<file path="config.mk">
export PLATFORM = sky130hd
export DESIGN_NAME = clk_src_gen
export DESIGN_NICKNAME = d
export VERILOG_FILES = /design/src/rtl/clk_src_gen.sv
export SDC_FILE = /design/constraint.sdc
export NUM_CORES = 1
export LEC_CHECK = 0
export ABC_AREA = 1
export BUFFER_PORTS_ARGS = -buffer_cell sky130_fd_sc_hd__buf_2
export CELL_PAD_IN_SITES_DETAIL_PLACEMENT = 0
export CELL_PAD_IN_SITES_GLOBAL_PLACEMENT = 1
export CORE_ASPECT_RATIO = 0.75
export CORE_MARGIN = 5
export CORE_UTILIZATION = 42
export DETAILED_ROUTE_END_ITERATION = 8
export PLACE_DENSITY_LB_ADDON = 0.3
export SETUP_SLACK_MARGIN = 0.02
export SLEW_MARGIN = 20
export SYNTH_ARGS = -nofsm -noshare
export SYNTH_HDL_FRONTEND = slang
export SYNTH_SLANG_ARGS = --single-unit
</file>
<file path="constraint.sdc">
create_clock -name clk -period 2 [get_ports clk]
set_clock_uncertainty 0.1 [all_clocks]
set_input_delay 0.2 -clock clk [delete_from_list [all_inputs] [get_ports clk]]
set_output_delay 0.2 -clock clk [all_outputs]
set_load 0.05 [all_outputs]
</file>
<file path="src/rtl/clk_src_gen.sv">
// -----------------------------------------------------------------------------
// clk_src_gen
//
// Purpose:
//   Produces two registered divided clocks (clk1 = fast source, clk0 = slow
//   source) plus a registered source select for a downstream glitch-free clock
//   mux. Divisors are changed through shadow registers and only take effect at
//   the end of the running period, so no output period is ever truncated. The
//   select can only change after it has held its value for MIN_DWELL cycles.
//
// Parameters:
//   DIV_W      width of divisor inputs and period counters (>= 2)
//   MIN_DWELL  minimum clk cycles sel holds between changes
//
// Ports:
//   clk      in   master clock, all state updates on its rising edge
//   rst_n    in   synchronous active-low reset
//   en       in   divider enable; 0 freezes both divider counters and outputs
//   div1     in   requested divisor for clk1
//   div0     in   requested divisor for clk0
//   upd      in   pulse, captures div1/div0 into the shadow registers
//   sw_req   in   pulse, requests sel to change to sw_to
//   sw_to    in   requested select value
//   clk1     out  divided clock, fast source
//   clk0     out  divided clock, slow source
//   sel      out  source select for the downstream mux
//   sw_busy  out  high while a switch request waits for dwell to expire
//   sw_ack   out  one-cycle pulse when a switch request completes
// -----------------------------------------------------------------------------
module clk_src_gen #(
    parameter int DIV_W     = 8,
    parameter int MIN_DWELL = 16
) (
    input  logic             clk,
    input  logic             rst_n,
    input  logic             en,
    input  logic [DIV_W-1:0] div1,
    input  logic [DIV_W-1:0] div0,
    input  logic             upd,
    input  logic             sw_req,
    input  logic             sw_to,
    output logic             clk1,
    output logic             clk0,
    output logic             sel,
    output logic             sw_busy,
    output logic             sw_ack
);

    localparam int DWELL_W = $clog2(MIN_DWELL + 1);
    localparam logic [DWELL_W-1:0] DWELL_MAX = DWELL_W'(MIN_DWELL);
    localparam logic [DIV_W-1:0]   DIV_MIN   = DIV_W'(2);

    typedef enum logic {
        IDLE,
        WAIT
    } state_t;

    // Index 1 belongs to clk1, index 0 to clk0.
    logic [DIV_W-1:0] div_in  [2];
    logic [DIV_W-1:0] cnt     [2];
    logic [DIV_W-1:0] act_div [2];
    logic [DIV_W-1:0] shadow  [2];
    logic             pend    [2];
    logic             clk_q   [2];

    logic [DWELL_W-1:0] dwell;
    logic               dwell_full;

    state_t state;
    state_t state_nx;
    logic   sel_nx;
    logic   target;
    logic   target_nx;
    logic   busy_nx;
    logic   ack_nx;

    // Divisors below 2 cannot produce a toggling clock, so they act as 2.
    function automatic logic [DIV_W-1:0] eff_div(input logic [DIV_W-1:0] d);
        return (d < DIV_MIN) ? DIV_MIN : d;
    endfunction

    assign div_in[1] = div1;
    assign div_in[0] = div0;
    assign clk1      = clk_q[1];
    assign clk0      = clk_q[0];

    // Two identical dividers. The output is high for the first floor(N/2)
    // counts of each period. A pending divisor is only taken on the wrap
    // edge; an upd arriving on that same edge re-arms the pending flag so the
    // newer value is applied at the following wrap.
    always_ff @(posedge clk) begin
        if (!rst_n) begin
            for (int i = 0; i < 2; i++) begin
                cnt[i]     <= '0;
                clk_q[i]   <= 1'b0;
                act_div[i] <= DIV_MIN;
                shadow[i]  <= DIV_MIN;
                pend[i]    <= 1'b0;
            end
        end else begin
            for (int i = 0; i < 2; i++) begin
                if (en) begin
                    clk_q[i] <= (cnt[i] < (act_div[i] >> 1));
                    if (cnt[i] == act_div[i] - DIV_W'(1)) begin
                        cnt[i] <= '0;
                        if (pend[i]) begin
                            act_div[i] <= eff_div(shadow[i]);
                            pend[i]    <= 1'b0;
                        end
                    end else begin
                        cnt[i] <= cnt[i] + DIV_W'(1);
                    end
                end
                if (upd) begin
                    shadow[i] <= div_in[i];
                    pend[i]   <= 1'b1;
                end
            end
        end
    end

    assign dwell_full = (dwell == DWELL_MAX);

    // Select FSM next-state logic. Requests arriving while WAIT is already
    // holding a target are dropped; the FSM is independent of en and upd.
    always_comb begin
        state_nx  = state;
        sel_nx    = sel;
        target_nx = target;
        busy_nx   = sw_busy;
        ack_nx    = 1'b0;
        case (state)
            IDLE: begin
                if (sw_req) begin
                    if (sw_to == sel) begin
                        ack_nx = 1'b1;
                    end else if (dwell_full) begin
                        sel_nx = sw_to;
                        ack_nx = 1'b1;
                    end else begin
                        target_nx = sw_to;
                        busy_nx   = 1'b1;
                        state_nx  = WAIT;
                    end
                end
            end
            WAIT: begin
                if (dwell_full) begin
                    sel_nx   = target;
                    ack_nx   = 1'b1;
                    busy_nx  = 1'b0;
                    state_nx = IDLE;
                end
            end
            default: begin
                state_nx = IDLE;
                busy_nx  = 1'b0;
            end
        endcase
    end

    // Select FSM registers and dwell counter. The dwell counter restarts on
    // the very edge sel changes, so the new value is held a full MIN_DWELL.
    always_ff @(posedge clk) begin
        if (!rst_n) begin
            state   <= IDLE;
            sel     <= 1'b0;
            target  <= 1'b0;
            sw_busy <= 1'b0;
            sw_ack  <= 1'b0;
            dwell   <= '0;
        end else begin
            state   <= state_nx;
            sel     <= sel_nx;
            target  <= target_nx;
            sw_busy <= busy_nx;
            sw_ack  <= ack_nx;
            if (sel_nx != sel) begin
                dwell <= '0;
            end else if (!dwell_full) begin
                dwell <= dwell + DWELL_W'(1);
            end
        end
    end

endmodule

</file>
---- After elaboration in Yosys (flattened, before gate mapping) ----
Memory sizes are Yosys's and may differ from the RTL's.
Cells that the tools add are included.
storage, ports and cells
  logic and storage cells ................. 117
  register bits ........................... 10
  output and inout port bits .............. 5
  memories ................................ 5
  bits in writable memories ............... 52
  input port bits ......................... 22
cells by class
  equal/unequal tests ..................... 9
  add/subtract/negate cells ............... 5
  reductions and logical operators ........ 3
  $lt $le $gt $ge ......................... 4
  bitwise gates (word level) .............. 18
  muxes and demuxes ....................... 67
memory list
  memory   depth  bits a word  read ports  clocked after memory_dff  write ports  line  RTL
  act_div  2      8            2           0                         2            61    logic [DIV_W-1:0] act_div [2];
  cnt      2      8            2           0                         2            60    logic [DIV_W-1:0] cnt [2];
  shadow   2      8            2           0                         2            62    logic [DIV_W-1:0] shadow [2];
  clk_q    2      1            2           0                         2            64    logic clk_q [2];
  pend     2      1            2           0                         2            63    logic pend [2];
operators by type and width
  cell                                                                  number
  8-bit 2-to-1 mux                                                      10
  1-bit 2-to-1 mux                                                      53
  8-bit by 1-bit adder with 8-bit output, second input constant         2
  8-bit == test                                                         2
  8-bit by 2-bit < comparator with 1-bit output, second input constant  2
  8-bit by 7-bit < comparator with 1-bit output                         2
  8-bit by 1-bit subtractor with 8-bit output, second input constant    2
  1-bit OR                                                              14
  2-bit != test, second input constant                                  4
  1-bit case mux with 2 select lines                                    4
  4-bit AND reduction                                                   2
  5-bit by 1-bit adder with 5-bit output, second input constant         1
  5-bit == test, second input constant                                  1
  1-bit inverter                                                        4
  2-bit OR reduction                                                    1
  1-bit == test                                                         1
  1-bit != test                                                         1

---- Logic depth before layout (Yosys ltp) ----
Gate-level depths: netlist (run 1).
  word-level depth ........................ 8
  gate-level depth with buffers ........... 14

---- Worst setup path after synthesis (run 1) ----
Ideal clock, no wire load.
  kind .................................... reg-to-reg
  start ................................... memory act_div[1][0], in the netlist act_div[0][8]
  end ..................................... memory act_div[1][2], in the netlist act_div[0][10], enable pin
  slack ................................... -0.003 ns
  buffers on the path ..................... 0
  stages on the path, launching flop included .. 12
  library setup time ...................... 0.332 ns
  period minus slack after synthesis ...... 2.003 ns
  data arrival time ....................... 1.571 ns
  cells stage by stage .................... edfxtp_1 -> inv_1 -> ha_1 -> inv_1 -> nor2_2 -> nand2_2 -> nor2_2 -> xor2_1 -> nand2_1 -> nor2_4 -> nand3_2 -> nand2_1
RTL lines
  element      line
  from (decl)  61

==> results by group, run 1 <==
STA
  • RSZ-0062 raised after global routing: true
  • Final Hold Fails: 0
  • Max-slew violations: 0
  • Final min period: 2.11 ns
  • Part of the cycle the worst path needs: 1.06
  • Setup violators final: 40
  • Final WS setup: -0.114 ns
  • Hold slack: 0.0343 ns
  • Max Fclk: 473 MHz
  • Slew margin rel.: 0.577
  • Worst-margin pin slew: 0.632 ns

Final layout
  • Most frequent cells in the layout: inv_1 (70), nand2_1 (67), edfxtp_1 (51)
  • Filler cells: 793
  • Share of layout cells above drive strength 1: 0.260
  • Nets@finish: 508
  • Multi-input gate area: 0.00169 sq mm
  • Register area: 0.00175 sq mm
  • Area Overhead vs Synth: 23.5%
  • # diodes: 0
  • Commonest non-fill, non-tap cell in the layout: inv_1
  • Post-route cell area: 0.00445 sq mm

Drt
  • DRC: 0
  • DRT antenna net count: 0
  • DR WL/cell: 12.0 um
  • Initial DRC Count: 93
  • Initial DRT Pass Iterations: 4
  • Final Routed Wirelength: 6.96 mm
  • Vias: 2689
  • Vias per cell: 4.63

Floorplan
  • Initial Util: 0.428
  • Die H: 90.2 um
  • Die area: 0.0105 sq mm
  • IO Count: 27
  • Die width: 117 um
  • Num rows: 29
  • Core Region: 0.00842 sq mm

Global route
  • First-pass GRT wire length: 11.9 mm
  • GRT Total Usage: 0.144
  • Largest net degree at the start of global routing: 19
  • Number of global-route vias before repair: 2525
  • Initial antenna violation count: 0
  • GRT Residual Overflow: 0

Run status
  • Run status: finished with violations
  • Failing checks: negative setup slack

Power and ir drop
  • VDD IR-drop max: 0.000543 V
  • Part of the power in combinational logic: 0.107
  • Leak Pwr: 2.01 nW
  • Switching Share: 0.239
  • Cell-internal power: 0.00259 W
  • Power Density: 765 mW/mm^2
  • Clock power share: 0.436
  • Sequential Power Share: 0.456
  • NetSw: 0.000814 W

CTS
  • TritonCTS Buffers: 9
  • Reg clk slew, reported paths: 0.05 ns
  • CTS tree: yes
  • H-tree depth: 3
  • Clk buf depth: 2
  • Root Buffer: clkbuf_16
  • Cts hold-fix bufs: 0
  • Sinks on Clock Net: 62
  • Clk_lat worst skew: 0.33 ns

Yosys
  • Post-synthesis adder-cell area fraction: 0.0625
  • Top-area cell type share of the netlist area: 0.425
  • Yosys cell types: 33
  • Main combinational cell family by area after synthesis: simple AND/OR/NAND/NOR gates
  • Netlist area before placement: 0.00360 sq mm
  • Sequential area share after synthesis: 0.486
  • Yosys warns: 0
  • Register bit total from synthesis: 62
  • Most area-consuming cells after synthesis: edfxtp_1 (43%), inv_1 (7.9%), nand2_1 (7.6%), ha_1 (6.3%), dfxtp_1 (6.1%)
  • Mapped Cells: 414
  • Synth Area in Compound Gates: 0.0531
  • Mux cell area share after synthesis: 0
  • Syn_area_per_cell: 8.70 sq um
  • Synth Net Count: 454
  • Post-synthesis xor/xnor area fraction: 0.0462
  • Post-Synth Simple-Gate Area: 0.265
  • Dominant cell type by area after synthesis: edfxtp_1

Critical path
  • Crit-path max FO: 3
  • WP data required: 1.94 ns
  • Crit path launch: act_div[0][1]
  • Crit path capture type: flip-flop
  • Reg2reg start: act_div[0][1]
  • Critical path launch point type: flip-flop
  • Arrival time at the worst endpoint: 2.06 ns
  • Setup CP Type: flip-flop to flip-flop

Placement
  • RePlAce Congestion: 0.821
  • Detailed Place HPWL: 5.22 mm
  • Port Buffers: 26
  • Dpl cell area: 0.00397 sq mm

Worst hold path
  • Min-delay worst type: primary input to flip-flop
  • Hold wc startpoint: div1[1]

Flow run
  • Max cap viols: 0
[flip-flops by register name, summed over array words and instances, names as in the netlist]
name	cells
shadow	16
sw_ack	1
act_div	16
target	1
cnt	16
pend	2
sw_busy	1
clk_q	2
sel	1
state	1
dwell	5
[logic make-up after synthesis]
family	Yosys count
adder cells (fa/ha/maj)	18
AO/OA/AOI/OAI	33
buffers and inverters	81
XOR/XNOR	19
flip-flops	62
AND/OR/NAND/NOR	201
[metal layers]
layer,up-vias,part of all wire,global-route usage
met2,55,0.40,0.185
met4,0,0.0076,0.0468
li1,1434,-,-
met3,4,0.048,0.0510
met5,-,0,0
met1,1196,0.54,0.222
[cells in the mapped netlist, drive strengths merged]
cell type and count:
dfxtp 11, o21bai 1, nor2 75, nor3 9, or2 6, nor3b 2, nand2 78, a31oi 1
nand4 3, xnor2 3, inv 79, nand3 25, o211ai 2, nand3b 3, a21boi 2, a21o 2
edfxtp 51, o21ai 9, a211o 2, a21oi 14, xor2 16, clkbuf 2, ha 18
[path summary, 6_finish.rpt]
| kind | to | slack, ns | cells past startpoint |
|---|---|---|---|
| worst max-delay path | pend[0] | -0.11 | 11 |
| worst min-delay path | shadow[0][9] | 0.03 | 2 |
| worst max register to register | pend[0] | -0.11 | 11 |
| worst min register to register | target | 0.35 | 2 |
[through the flow]
step	TNS, ns	cells	setup slack, ns	utilization	power (W)
detailed placement	-2.90	560	-0.124	0.472	0.00191
global placement	-1.06	560	-0.0695	0.472	0.00191
global route	-8.00	581	-0.236	0.528	0.00355
CTS	-1.50	581	-0.0842	0.518	0.00342
finish	-2.96	581	-0.114	0.528	0.00340
floorplan	0	414	0.0466	-	0.00180
[critical path, stage by stage (launching register included)]
cell and delay [ns]:
edfxtp_1 0.40, inv_2 0.10, ha_4 0.20, xor2_1 0.15
nand2_1 0.08, nor2_1 0.11, nand3_1 0.14, nor2_4 0.16
buf_4 0.14, nand3_4 0.06, buf_4 0.13, nand3_1 0.06
[timing repair]
item	in CTS	in global routing
gates cloned	0	0
gates resized for setup	18	23
endpoints found under the setup margin	50	50
pin swaps	10	7
setup buffers	5	0
[power groups by stage]
stage                     Sequential, W  Clock (W)  Combinational (W)
after global routing            0.00156    0.00157           0.000416
final                           0.00155    0.00148           0.000365
after global placement          0.00157          0           0.000334
after CTS                       0.00155    0.00152           0.000351
after detailed placement        0.00158          0           0.000338
after floorplan                 0.00158          0           0.000220
[area by class of cell]
class,instances,area share
Sequential cell,62,0.394
Multi-Input combinational cell,271,0.380
Inverter,79,0.0672
Timing Repair Buffer,45,0.0641
Clock buffer,12,0.0532
Tap cell,108,0.0304
Clock inverter,4,0.0110
Power figures use the tool's default switching activity.
==> run 2: changes to the inputs <==
--- a/config.mk
+++ b/config.mk
@@ -13,6 +13,7 @@
 export CORE_MARGIN = 5
 export CORE_UTILIZATION = 42
 export DETAILED_ROUTE_END_ITERATION = 8
+export HOLD_SLACK_MARGIN = 0.12
 export PLACE_DENSITY_LB_ADDON = 0.3
 export SETUP_SLACK_MARGIN = 0.02
 export SLEW_MARGIN = 20
==> run 2 against run 1 <==
  * The flow still finishes with violations (negative setup slack)
  * Global-route usage increased by 0.32 points
  * Highest routed layer unchanged
  * Final cell count increased by 3.3%
  * Critical endpoint unchanged
  * Die area unchanged
  * Critical path type unchanged
  * Sequential share of layout area decreased by 1.6 points
  * Worst hold slack improved by 0.13 ns
==> results by group, run 2 (synthesized netlist as in run 1, its figures left out) <==
Floorplan
  • Num rows: 29
  • Die H: 90.2 um
  • Die width: 117 um
  • Core Region: 0.00842 sq mm
  • Die area: 0.0105 sq mm
  • IO Count: 27
  • Initial Util: 0.428

CTS
  • Root Buffer: clkbuf_16
  • Reg clk slew, reported paths: 0.05 ns
  • H-tree depth: 3
  • TritonCTS Buffers: 9
  • Clk_lat worst skew: 0.33 ns
  • Clk buf depth: 2
  • Sinks on Clock Net: 62
  • CTS tree: yes

Final layout
  • Post-route cell area: 0.00464 sq mm
  • Commonest non-fill, non-tap cell in the layout: inv_1
  • Nets@finish: 527
  • Multi-input gate area: 0.00169 sq mm
  • Cell Count, Final, Fillers Out: 600
  • Most frequent cells in the layout: inv_1 (70), nand2_1 (67), edfxtp_1 (51)
  • Register area: 0.00175 sq mm
  • Filler cells: 757
  • Share of layout cells above drive strength 1: 0.250
  • Regs by FF count: act_div: 16 flops, cnt: 16 flops, shadow: 16 flops
  • Area Overhead vs Synth: 28.8%
  • # diodes: 0

STA
  • Slew margin rel.: 0.577
  • Final Hold Fails: 0
  • TNS Setup: -2.92 ns
  • Max Fclk: 473 MHz
  • Final WS setup: -0.114 ns
  • Max-slew violations: 0
  • Part of the cycle the worst path needs: 1.06
  • Worst-margin pin slew: 0.633 ns
  • RSZ-0062 raised after global routing: true
  • Final min period: 2.11 ns
  • Setup violators final: 39

Power and ir drop
  • Power Density: 740 mW/mm^2
  • Total chip power: 0.00343 W
  • VDD IR-drop max: 0.000543 V
  • Leak Pwr: 2.09 nW

Critical path
  • Reg2reg start: act_div[0][1]
  • Arrival time at the worst endpoint: 2.06 ns
  • Reg2reg end: pend[0]
  • Critical path launch point type: flip-flop
  • Crit-path max FO: 3
  • Crit path capture type: flip-flop
  • WP data required: 1.94 ns
  • Setup CP Type: flip-flop to flip-flop
  • Crit path launch: act_div[0][1]
  • Worst setup path end: pend[0]
  • R2r worst-path depth: 11
  • R2R Setup Slk: -0.11 ns

Drt
  • DR WL/cell: 11.8 um
  • DRT antenna net count: 0
  • Initial DRC Count: 102
  • Final Routed Wirelength: 7.10 mm
  • Vias per cell: 4.56
  • Vias: 2734
  • DRC: 0
  • Initial DRT Pass Iterations: 4

Placement
  • Dpl cell area: 0.00397 sq mm
  • RePlAce Congestion: 0.821
  • DP Cell Count: 560
  • Port Buffers: 26
  • Detailed Place HPWL: 5.22 mm

Run status
  • Failing checks: negative setup slack
  • Run status: finished with violations

Worst hold path
  • Hold wc startpoint: rst_n
  • Hold depth: 3
  • Min-delay worst type: primary input to flip-flop

Flow run
  • Max cap viols: 0

Global route
  • Initial antenna violation count: 0
  • GRT Total Usage: 0.148
  • GRT Residual Overflow: 0
  • Largest net degree at the start of global routing: 19
  • Number of global-route vias before repair: 2611
  • First-pass GRT wire length: 12.2 mm
-- run 2: cell types whose count changed in the layout (fill, tap and decap cells not counted) --
cell,delta
dlygate4sd3_1,+19
-- run 2: critical path, cell delays in order, from the launching register on --
cell and delay [ns]:
edfxtp_1 0.40, inv_2 0.10, ha_4 0.20, xor2_1 0.15
nand2_1 0.08, nor2_1 0.11, nand3_1 0.14, nor2_4 0.16
buf_4 0.14, nand3_4 0.06, buf_4 0.13, nand3_1 0.06
-- run 2: worst min-delay path by stage --
stage	slack (ns)	endpoint
6_report	0.16	target
5_1_grt	0.19	target
4_1_cts	0.15	target
3_5_place_dp	0.35	target
3_3_place_gp	0.33	target
2_1_floorplan	0.28	shadow[0][1]
-- run 2: timing repair --
item,in CTS,in global routing
pin swaps,10,7
setup endpoints to repair,50,50
hold endpoints to repair,19,0
setup buffers,5,0
hold buffers,19,0
resized for setup,18,23
-- run 2: through the flow --
stage | setup WS (ns) | utilization | hold WS, ns
3_3_place_gp | -0.0695 | 0.472 | 0.335
3_5_place_dp | -0.124 | 0.472 | 0.347
6_report | -0.114 | 0.551 | 0.164
2_1_floorplan | 0.0466 | - | 0.281
4_1_cts | -0.0842 | 0.540 | 0.154
5_1_grt | -0.236 | 0.551 | 0.188
-- run 2: final cells by class --
type                    count  area share
repair buffers             64       0.103
clock buffers              12      0.0510
flip-flops and latches     62       0.378
clock inverters             4      0.0105
multi-input cells         271       0.365
inverters                  79      0.0645
well taps                 108      0.0291
-- run 2: report_power, final --
group | leakage, nW | switching (W) | internal [W]
sequential | 0.627 | 0.0000688 | 0.00148
combinational | 1.33 | 0.000225 | 0.000169
clock | 0.130 | 0.000526 | 0.000960
-- run 2: layer usage --
metal,vias to the layer above,wire length [um],track usage
met4,0,53,0.0468
met1,1211,3810,0.222
met5,-,0,0
li1,1471,-,-
met2,48,2890,0.196
met3,4,341,0.0510
